File: src/rtl/encoder4to2_reg.sv
`default_nettype none
// ============================================================================
//  Module      : encoder4to2_reg
//  Description : Registered 4-to-2 priority encoder with a valid/ready
//                handshake. Returns the index of the highest active line,
//                an any-active flag, a multi-hot flag and a saturating
//                count of accepted multi-hot results.
//
//  Ports
//    clk        in   1      rising-edge clock
//    rst        in   1      asynchronous active-high reset
//    E          in   1      enable, sampled with D on accept
//    D          in   4      input lines, D[3] highest priority
//    in_valid   in   1      D/E valid this cycle
//    in_ready   out  1      block can accept this cycle
//    Y          out  2      index of highest set bit of D
//    V          out  1      at least one line set (and E=1)
//    M          out  1      more than one line set (and E=1)
//    out_valid  out  1      Y/V/M hold a result
//    out_ready  in   1      consumer takes the result this cycle
//    err_clr    in   1      synchronous clear of err_count
//    err_count  out  CNT_W  accepted multi-hot results, saturating
//
//  Revision    : 1.0 - initial release
// ============================================================================
module encoder4to2_reg #(
    parameter int CNT_W = 8
) (
    input  logic             clk,
    input  logic             rst,
    input  logic             E,
    input  logic [3:0]       D,
    input  logic             in_valid,
    output logic             in_ready,
    output logic [1:0]       Y,
    output logic             V,
    output logic             M,
    output logic             out_valid,
    input  logic             out_ready,
    input  logic             err_clr,
    output logic [CNT_W-1:0] err_count
);

    localparam logic [CNT_W-1:0] c_CNT_MAX = {CNT_W{1'b1}};
    localparam logic [CNT_W-1:0] c_CNT_ONE = CNT_W'(1);

    logic [1:0]       r_y;
    logic             r_v;
    logic             r_m;
    logic             r_out_valid;
    logic [CNT_W-1:0] r_err_count;

    logic             w_accept;
    logic             w_drain;
    logic [1:0]       w_y;
    logic             w_v;
    logic             w_m;

    // A slot frees up either when empty or when the consumer drains it in
    // the same cycle; this is what allows back-to-back results.
    assign in_ready = ~r_out_valid | out_ready;
    assign w_accept = in_valid & in_ready;
    assign w_drain  = r_out_valid & out_ready;

    // Priority encode; a disabled input always encodes to the all-zero result.
    always_comb begin
        w_y = 2'd0;
        w_v = 1'b0;
        w_m = 1'b0;
        if (E) begin
            if (D[3])      w_y = 2'd3;
            else if (D[2]) w_y = 2'd2;
            else if (D[1]) w_y = 2'd1;
            else           w_y = 2'd0;
            w_v = |D;
            // Two or more lines set: some pair of lines is simultaneously high.
            w_m = (D[3] & (D[2] | D[1] | D[0])) |
                  (D[2] & (D[1] | D[0]))        |
                  (D[1] & D[0]);
        end
    end

    // Result register. On drain without accept the data fields hold their
    // last value; only out_valid drops.
    always_ff @(posedge clk or posedge rst) begin
        if (rst) begin
            r_y         <= 2'd0;
            r_v         <= 1'b0;
            r_m         <= 1'b0;
            r_out_valid <= 1'b0;
        end else if (w_accept) begin
            r_y         <= w_y;
            r_v         <= w_v;
            r_m         <= w_m;
            r_out_valid <= 1'b1;
        end else if (w_drain) begin
            r_out_valid <= 1'b0;
        end
    end

    // Multi-hot event counter; clear has priority over a same-cycle increment.
    always_ff @(posedge clk or posedge rst) begin
        if (rst) begin
            r_err_count <= '0;
        end else if (err_clr) begin
            r_err_count <= '0;
        end else if (w_accept && w_m && (r_err_count != c_CNT_MAX)) begin
            r_err_count <= r_err_count + c_CNT_ONE;
        end
    end

    assign Y         = r_y;
    assign V         = r_v;
    assign M         = r_m;
    assign out_valid = r_out_valid;
    assign err_count = r_err_count;

endmodule
`default_nettype wire

File: config.mk
export PLATFORM = sky130hd
export DESIGN_NAME = encoder4to2_reg
export DESIGN_NICKNAME = d
export VERILOG_FILES = /design/src/rtl/encoder4to2_reg.sv
export SDC_FILE = /design/constraint.sdc
export NUM_CORES = 1
export LEC_CHECK = 0
export ABC_AREA = 1
export CAP_MARGIN = 10
export CORE_MARGIN = 1
export CORE_UTILIZATION = 45
export DETAILED_ROUTE_END_ITERATION = 8
export PLACE_DENSITY_LB_ADDON = 0.2
export SKIP_CTS_REPAIR_TIMING = 1
export SYNTH_ARGS = -nofsm -noshare
export SYNTH_HDL_FRONTEND = slang
export SYNTH_SLANG_ARGS = --single-unit
File: constraint.sdc
create_clock -name clk -period 1.8 [get_ports clk]
set_clock_uncertainty 0.05 [all_clocks]
set_input_delay 0.18 -clock clk [delete_from_list [all_inputs] [get_ports clk]]
set_output_delay 0.18 -clock clk [all_outputs]
set_load 0.03 [all_outputs]
After elaboration in Yosys (flattened, before gate mapping)
Cells that the tools add are included.
Word-level totals
  input bits: 10
  bits in registers: 13
Cells by class
  bitwise operators: 12
  equality and inequality tests: 1
  add/subtract/negate cells: 1
  reductions and logical operators: 5
  multiplexer cells: 10
Operators with widths (number)
  $mux W8: 2
  $add A8 B1 Y8 const B: 1
  $ne A8 B8 Y1 const B: 1
  $mux W2: 3
  $or A1 B1 Y1: 6
  $and A1 B1 Y1: 5
  $mux W1: 5
  $reduce_bool A2 Y1: 2
  $reduce_or A4 Y1: 1
  $logic_and A1 B1 Y1: 2
  $not A1 Y1: 1

Logic depth before layout (Yosys ltp)
  depth in word-level cells: 10
  mapped depth: 8
  gate-level depth less buffers: 8

Least setup slack after synthesis
Ideal clock, no wire load.
  path type: register to register
  start point: register r_err_count[0] (netlist: err_count[0])
  end point: register r_err_count[7] (netlist: err_count[7])
  library setup time: 0.118 ns
  required time: 1.632 ns
  arrival time: 1.408 ns
  path slack: 0.224 ns
  cell stages (with the launch flop): 9
  cell sequence: dfrtp_1 -> ha_1 -> nand3_2 -> clkinv_1 -> nand2_1 -> nand3_4 -> nand2_4 -> nand2_1 -> nand2_1
Between the ends
  longest elaborated chain between the ends: 3
  elaborated cells on any way between the ends: 6
Ends and longest elaborated chain
  start, declared: line 51  | logic [CNT_W-1:0] r_err_count;
  start signal, assigned: line 108  | r_err_count <= r_err_count + c_CNT_ONE;
  $add A8 B1 Y8 / $ne A8 B8 Y1 (equally long branches): line 108, 107
  $mux W8 / $logic_and A1 B1 Y1 (equally long branches): line 107  | end else if (w_accept && w_m && (r_err_count != c_CNT_MAX)) begin
  $mux W8 / $reduce_bool A2 Y1 (equally long branches)
Parallel ways exist; a longest one is shown, timed or not. The select of a mux whose other input is x is not followed.
A chain may end at the register's enable or synchronous reset.

Final worst setup path
  start point: register r_err_count[0] (netlist: err_count[0])
  end point: output port err_count[0]
RTL lines
  end, declared: line 41  | output logic [CNT_W-1:0] err_count
No word-level cell between the ends.

==> impl_metrics.env <==
export IMPL_syn_instance_count=113
export IMPL_yosysWarningCount=0
export IMPL_ctsRootBufferMaster="sky130_fd_sc_hd__clkbuf_4"
export IMPL_post_route_cells_drive_above_1_share_pct=8.57
export IMPL_layout_area_overhead_vs_synth_pct=36.1
export IMPL_cp_top_family="buffers and inverters"
export IMPL_chipHeight_um=44.3
export IMPL_clock_insertion_delay_worst_skew_ns=0.28
export IMPL_critical_path_max_fanout=8
export IMPL_detailedRoute_firstPassIterationCount=5
export IMPL_cp_data_arrival_time_ns=1.48
export IMPL_finalNonFillerCells=164
export IMPL_place_area_sq_um=1070
export IMPL_end_kind="output pin"
export IMPL_max_cap_violations=0
export IMPL_antenna_found_initial=0
export IMPL_detailedRoute_firstIterationViolations=13
export IMPL_p_seq_share_pct=45.7
export IMPL_cp_cell_sequence="clkdlybuf4s50_1"
export IMPL_sequential_cell_area_sq_um=325
export IMPL_power_density_nw_per_um2=684
export IMPL_report_final_slew_viol_count=0
export IMPL_numPortBuffers=23
export IMPL_dp_cells=160
export IMPL_clock_path_buffers=2
export IMPL_swShare_pct=34.1
export IMPL_fmaxAchievable_mhz=584
export IMPL_dpl_hpwl_um=1290
export IMPL_place_gp_congestion=0.837
export IMPL_ir_worst_vdd_mv=0.476
export IMPL_stdcell_area_sq_um=1090
export IMPL_worstMarginPinSlew_ns=0.523
export IMPL_route_detailed_drc=0
export IMPL_numCtsBuffers=3
export IMPL_floorplan_initialDensity_pct=50.5
export IMPL_die_width_um=44.3
export IMPL_nets=152
export IMPL_pre_cts_ws_ns=0.120
export IMPL_tritoncts="built"
export IMPL_grt_use_total_pct=21.4
export IMPL_detail_route_wirelength_um=1740
export IMPL_row_count=14
export IMPL_status="completed"
export IMPL_fp_dieArea_sq_um=1960
export IMPL_final_period_minus_worst_setup_slack_ns=1.71
export IMPL_num_fill_cells=137
export IMPL_detailroute_via_count=776
export IMPL_route_antenna_remaining_nets=0
export IMPL_unique_cell_type_count_in_the_yosys_netlist=19
export IMPL_viasPerCell=4.73
export IMPL_cellInternalPower_mw=0.493
export IMPL_finish_utilization_pct=68.7
export IMPL_power_switching_mw=0.255
export IMPL_power_leakage_nw=0.532
export IMPL_ctsHtreeMaxLevel=1
export IMPL_multiInputGateArea_sq_um=414
export IMPL_max_slew_margin_rel_pct=65.1
export IMPL_tritoncts_num_sinks=13
export IMPL_setup_slack_ns=0.0876
export IMPL_finalHoldViolCount=0
export IMPL_syn_area_sq_um=805
export IMPL_grt_max_degree=14
export IMPL_combinational_power_share_pct=29.6
export IMPL_crit_path_start_kind="flop"
export IMPL_finalSetupViolCount=0
export IMPL_clkTransAtPathRegs_ns=0.09
export IMPL_antennaDiodeCount=0
export IMPL_hp_class="in2async"
export IMPL_grt_setup_unrepaired="false"
export IMPL_final_period_utilization_pct=95.1
export IMPL_syn_nets=124
export IMPL_grt_overflow=0
export IMPL_yosys_register_bits=13
export IMPL_timing_critical_path_required_ns=1.57
export IMPL_critical_path_class="reg2out"
export IMPL_power_frac_clock_pct=24.8
export IMPL_max_stage_delay_ns=0.72
export IMPL_ios=24
export IMPL_crit_slowest_cell="sky130_fd_sc_hd__clkdlybuf4s50_1"
export IMPL_grt_pass1_wl_um=3010
export IMPL_route_detailed_wl_per_inst_um=10.6
export IMPL_design_core_area_sq_um=1590
export IMPL_setup_total_negative_slack_ns=0
export IMPL_yosysSeqAreaShare_pct=40.4
export IMPL_syn_area_per_cell_sq_um=7.12
export IMPL_critical_path_n_buffers_inverters=1
export IMPL_first_global_vias=723
stage by stage:
| stage | hold slack [ns] | power, mW |
|---|---|---|
| floorplan | 0.00696 | 0.476 |
| finish | 0.169 | 0.749 |
| detailed placement | 0.416 | 0.570 |
| global route | 0.218 | 0.793 |
| CTS | 0.187 | 0.756 |
| global placement | 0.413 | 0.566 |
worst reg2reg max path, stage by stage (launching register included):
cell	delay [ns]
sky130_fd_sc_hd__dfrtp_1	0.47
sky130_fd_sc_hd__ha_1	0.27
sky130_fd_sc_hd__nand3_2	0.13
sky130_fd_sc_hd__clkinv_1	0.07
sky130_fd_sc_hd__nand2_1	0.10
sky130_fd_sc_hd__nand3_4	0.15
sky130_fd_sc_hd__nand2_4	0.15
sky130_fd_sc_hd__nand2_1	0.07
sky130_fd_sc_hd__nand2_1	0.06
cell usage in the layout (no fill, tap or decap):
master                            instances
sky130_fd_sc_hd__a21oi_1                  1
sky130_fd_sc_hd__a22o_1                   2
sky130_fd_sc_hd__buf_4                    1
sky130_fd_sc_hd__clkbuf_4                 3
sky130_fd_sc_hd__clkdlybuf4s50_1         23
sky130_fd_sc_hd__clkinv_1                 2
sky130_fd_sc_hd__clkinv_2                 1
sky130_fd_sc_hd__dfrtp_1                 13
sky130_fd_sc_hd__ha_1                     1
sky130_fd_sc_hd__inv_1                   14
sky130_fd_sc_hd__nand2_1                 44
sky130_fd_sc_hd__nand2_4                  3
sky130_fd_sc_hd__nand3_1                 11
sky130_fd_sc_hd__nand3_2                  1
sky130_fd_sc_hd__nand3_4                  1
sky130_fd_sc_hd__nor2_1                  12
sky130_fd_sc_hd__nor2_2                   1
sky130_fd_sc_hd__nor2_4                   1
sky130_fd_sc_hd__o21ai_0                  2
sky130_fd_sc_hd__o21bai_1                 1
sky130_fd_sc_hd__xnor2_1                  1
sky130_fd_sc_hd__xor2_1                   1
per-layer routing:
metal / part of all wire, % / up-vias / track usage (%) / routed length [um]
met5: 0 / - / 0 / 0
met4: 1.5 / 0 / 12.7 / 26
met3: 3.4 / 4 / 4.90 / 60
met2: 45 / 17 / 32.6 / 779
met1: 50 / 353 / 27.6 / 873
li1: - / 402 / - / -
synthesized netlist by cell type (all sizes together):
cell / instances / area share, %
o21bai: 1 / 0.93
nand2: 47 / 25
dfrtp: 13 / 40
buf: 1 / 0.62
clkinv: 2 / 0.93
a21oi: 1 / 0.62
nand3: 13 / 10
a22o: 2 / 2.2
o21ai: 2 / 1.2
xnor2: 1 / 1.1
ha: 1 / 1.6
xor2: 1 / 1.1
inv: 14 / 6.5
nor2: 14 / 7.8
layout make-up:
cell class / count / area share (%)
Multi-Input combinational cell: 83 / 37.8
Sequential cell: 13 / 29.7
Timing Repair Buffer: 24 / 21.7
Inverter: 16 / 5.49
Tap cell: 24 / 2.74
Clock buffer: 3 / 2.06
Clock inverter: 1 / 0.457
state kept, by name, indices dropped and copies added, names as in the netlist:
signal	flops
M	1
V	1
Y	2
err_count	8
out_valid	1
path summary, 6_finish.rpt:
kind	start	end	slack [ns]	cells after the start
max in group asynchronous	rst	err_count[1]$_DFFE_PP0P_	1.17	2
min in group clk	V$_DFFE_PP0P_	V$_DFFE_PP0P_	0.43	2
max reg2reg	err_count[0]$_DFFE_PP0P_	err_count[1]$_DFFE_PP0P_	0.22	8
min	rst	Y[0]$_DFFE_PP0P_	0.17	2
max	err_count[0]$_DFFE_PP0P_	err_count[0]	0.09	1
min reg2reg	V$_DFFE_PP0P_	V$_DFFE_PP0P_	0.43	2
kinds of logic after synthesis:
| kind of cell | count (synthesis) | synth area share, % |
|---|---|---|
| AND/OR/NAND/NOR | 74 | 42.8 |
| buffers and inverters | 17 | 8.09 |
| flip-flops | 13 | 40.4 |
| AO/OA/AOI/OAI | 6 | 4.98 |
| XOR/XNOR | 2 | 2.18 |
| adder cells (fa/ha/maj) | 1 | 1.55 |
power groups by stage:
stage | Combinational, mW | Sequential, mW | Clock [mW]
2_1_floorplan | 0.0806 | 0.395 | 0
3_3_place_gp | 0.219 | 0.347 | 0
3_5_place_dp | 0.223 | 0.347 | 0
4_1_cts | 0.223 | 0.342 | 0.191
5_1_grt | 0.239 | 0.347 | 0.207
6_report | 0.221 | 0.342 | 0.185
No activity file was read; power rests on OpenSTA's default activity.
==> patch 1: new RTL, same flow settings <==
Make the reset (`rst`) synchronous in 2 clocked blocks. Comments in the files are not updated.
--- a/src/rtl/encoder4to2_reg.sv
+++ b/src/rtl/encoder4to2_reg.sv
@@ -84,3 +84,3 @@
     // last value; only out_valid drops.
-    always_ff @(posedge clk or posedge rst) begin
+    always_ff @(posedge clk) begin
         if (rst) begin
@@ -101,3 +101,3 @@
     // Multi-hot event counter; clear has priority over a same-cycle increment.
-    always_ff @(posedge clk or posedge rst) begin
+    always_ff @(posedge clk) begin
         if (rst) begin
Check against the original RTL: differs if rst is asserted again (counterexample within 4 cycles, from zero or initial values and one cycle with rst high); with rst held inactive, the same outputs for 10 cycles.
==> patch 1 against the original RTL <==
Power shrank 19%; design area shrank 6.1%; sequential power shrank 12%; die area shrank 6.2%; first-iteration DRC count is the same; count of clock-buffer cells in the layout grew 1; synthesized cell count shrank 7.1%; sequential cell count is the same; hold slack gained 0.25 ns; largest power group unchanged; critical endpoint is now err_count[2]; via count shrank 6.7%; synthesized area shrank 6.5%; wire length shrank 12%; worst setup slack gained 0.0095 ns.
==> patch 1: results <==
export IMPL_fillers=150
export IMPL_dieWidth_um=42.9
export IMPL_dr_wl_met2_um=687
export IMPL_yosysSeqAreaShare=0.346
export IMPL_multi_input_area_um2=435
export IMPL_crit_fanout=7
export IMPL_synth_common_cells="38 x nand2_1, 13 x dfxtp_1, 11 x a21oi_1, 11 x inv_1"
export IMPL_worst_pin_slew_ns=0.311
export IMPL_vdd_drop_max_mv=0.460
export IMPL_hold_slack_ns=0.419
export IMPL_nNonClkInverters=15
export IMPL_grt_max_degree=9
export IMPL_grt_pass1_vias=622
export IMPL_n_all_buffers=23
export IMPL_synth_cell_type_count=21
export IMPL_place_area_um2=1000
export IMPL_status="completed"
export IMPL_pre_cts_ws_ns=0.138
export IMPL_multi_input_comb_cells=77
export IMPL_signal_buffer_area_fraction=0.224
export IMPL_drive_gt1_frac=0.129
export IMPL_hold_path_class="reg2reg"
export IMPL_drt_pre_antenna_iters=4
export IMPL_use_met2=0.303
export IMPL_avgRoutedWirePerCell_um=10.3
export IMPL_cp_endpoint="err_count[2]"
export IMPL_place_congestion=0.799
export IMPL_startpoint="err_count[2]"
export IMPL_async_flop_share=0
export IMPL_place_hpwl_mm=1.16
export IMPL_postSynthCellCount=105
export IMPL_wl_met3_um=63
patch 1: cell types whose count changed in the layout (fill, tap and decap cells not counted), sizes merged, moves of 2 or more:
cell,before,now
dfxtp,0,13
nand4,0,2
nand2,47,43
nor2,14,7
dfrtp,13,0
nand3,13,4
a22o,2,0
clkinv,3,0
a21oi,1,11
patch 1: logic make-up (layout without fill, tap and decap cells):
kind of cell / after synthesis / count (layout) / share of synthesized area
and+or+nand+nor: 57 / 57 / 0.416
AOI/OAI and AO/OA: 16 / 16 / 0.111
buffers and inverters: 15 / 42 / 0.0749
DFF: 13 / 13 / 0.346
xor gates and xnor gates: 3 / 3 / 0.0349
adders and majority gates: 1 / 1 / 0.0166
patch 1: power by group through the flow:
| stage | registers (uW) | clock network [uW] | logic (uW) |
|---|---|---|---|
| after floorplan | 322 | 0 | 50.5 |
| after global placement | 307 | 0 | 112 |
| after detailed placement | 307 | 0 | 115 |
| after CTS | 300 | 195 | 115 |
| after global routing | 302 | 207 | 124 |
| final | 300 | 190 | 114 |
==> patch 2: new RTL, config.mk and constraints unchanged <==
Without the edit above. Set the parameter `CNT_W` to 12 (it was 8).
--- a/src/rtl/encoder4to2_reg.sv
+++ b/src/rtl/encoder4to2_reg.sv
@@ -26,3 +26,3 @@
 module encoder4to2_reg #(
-    parameter int CNT_W = 8
+    parameter int CNT_W = 12
 ) (
Ports: changed (resized err_count); port bits go from 24 to 28. No check against the original RTL was run, so the function may have changed too.
==> patch 2 against the original RTL <==
Fmax is 0.13% higher; wire length up 35%; count of clock-buffer cells in the layout grew 1; critical path depth did not move; hold slack worse by 0.024 ns; design area increased by 34%; sequential cell count rose by 4; worst setup slack gained 0.0021 ns; synthesized area up 33%; power rose by 6.7%; global-route usage down 0.32 points; first-iteration DRC count is 62% higher; largest cell class unchanged; clock power up 10%; combinational power decreased by 16%.
==> patch 2: results <==
export IMPL_top_layer="met4"
export IMPL_drt_pre_antenna_iters=4
export IMPL_place_hpwl_mm=1.83
export IMPL_fillers=191
export IMPL_reg2reg_to="err_count[8]"
export IMPL_yosysSeqAreaShare=0.397
export IMPL_drt_met1_wl_mm=1.12
export IMPL_regToRegSetupSlack_ns=0.16
export IMPL_drive_gt1_frac=0.175
export IMPL_vdd_drop_max_mv=0.501
export IMPL_place_congestion=0.828
export IMPL_grt_pass1_vias=961
export IMPL_cts_max_level=1
export IMPL_slowest_stage="clkdlybuf4s50_1"
export IMPL_crit_fanout=8
export IMPL_cp_endpoint="err_count[8]"
export IMPL_synth_common_cells="50 x nand2_1, 17 x dfrtp_1, 14 x inv_1, 9 x nand4_1, 8 x nand3_1"
export IMPL_critical_path_top_delay_family="buffers and inverters"
export IMPL_synth_flop_cell="dfrtp_1"
export IMPL_largest_register_ffs=12
export IMPL_yosysWarnings=0
export IMPL_fmax_mhz=585
export IMPL_nets=189
export IMPL_grt_use_total=0.211
export IMPL_grt_pass1_wl_mm=4.08
export IMPL_hold_path_class="in2async"
export IMPL_clockBufferDepth=2
export IMPL_avgRoutedWirePerCell_um=11.4
export IMPL_ys_top_cells_by_area="dfrtp_1 40%, nand2_1 18%, nand4_1 5.3%"
export IMPL_use_met1=0.282
export IMPL_viasPerCell=5.00
export IMPL_grt_util_met3=0.0268
export IMPL_clock_latency_ns=0.29
export IMPL_wl_met3_um=72
export IMPL_syn_num_nets=151
export IMPL_startpoint="err_count[8]"
export IMPL_port_buffers=27
export IMPL_dp_cells=201
export IMPL_swShare=0.292
export IMPL_use_met2=0.347
export IMPL_synth_area_per_cell_um2=7.66
export IMPL_grt_ovfl_total=0
export IMPL_cp_data_arrival_time_ns=1.48
export IMPL_dr_wl_met2_mm=1.14
export IMPL_status="completed"
export IMPL_async_flop_share=1.00
export IMPL_cp_slowest_stage_delay_ns=0.72
export IMPL_grt_max_degree=18
export IMPL_synth_cell_type_count=23
export IMPL_num_vias=1024
export IMPL_path_clk_slew_ns=0.09
export IMPL_drt_iter0_markers=21
export IMPL_ff2ff_path_depth=10
export IMPL_hold_slack_ns=0.146
export IMPL_p_leak_uw=0.000737
export IMPL_slew_headroom=0.731
-- patch 2: cell count changes after synthesis, moves of 4 or more --
cell / before / now
nand4_1: 0 / 9
inv_2: 0 / 4
nor2_1: 12 / 7
nand2_2: 0 / 4
dfrtp_1: 13 / 17
nand2_1: 44 / 50
-- patch 2: kinds of logic after synthesis --
kind of cell	Yosys count	share of synthesized area
adder cells (fa/ha/maj)	1	0.0117
flip-flops	17	0.397
XOR/XNOR	3	0.0245
buffers and inverters	20	0.0782
AO/OA/AOI/OAI	9	0.0548
AND/OR/NAND/NOR	90	0.434
-- patch 2: power by group through the flow --
| stage | clock network, uW | logic, uW | registers, uW |
|---|---|---|---|
| global route | 225 | 203 | 411 |
| detailed placement | 0 | 188 | 416 |
| global placement | 0 | 184 | 415 |
| CTS | 211 | 188 | 408 |
| floorplan | 0 | 67.4 | 450 |
| finish | 204 | 186 | 409 |
-- patch 2: area by class of cell --
type | instances | area [um^2] | area share
Multi-Input combinational cell | 103 | 563 | 0.385
Sequential cell | 17 | 425 | 0.291
Timing Repair Buffer | 35 | 345 | 0.236
Inverter | 18 | 67.6 | 0.0462
Tap cell | 28 | 35.0 | 0.0240
Clock buffer | 4 | 26.3 | 0.0180
-- patch 2: per-stage QoR --
stage | worst slack, ns | utilization | area, um^2
after detailed placement | 0.122 | 0.642 | 1430
final | 0.0897 | 0.655 | 1460
after global placement | 0.149 | 0.642 | 1430
after floorplan | 0.0961 | - | 1070
after global routing | 0.00738 | 0.655 | 1460
after CTS | 0.0735 | 0.654 | 1460
-- patch 2: worst min-delay path: stages --
cell and delay, ns:
clkdlybuf4s50_1 0.39, inv_1 0.05, buf_4 0.23
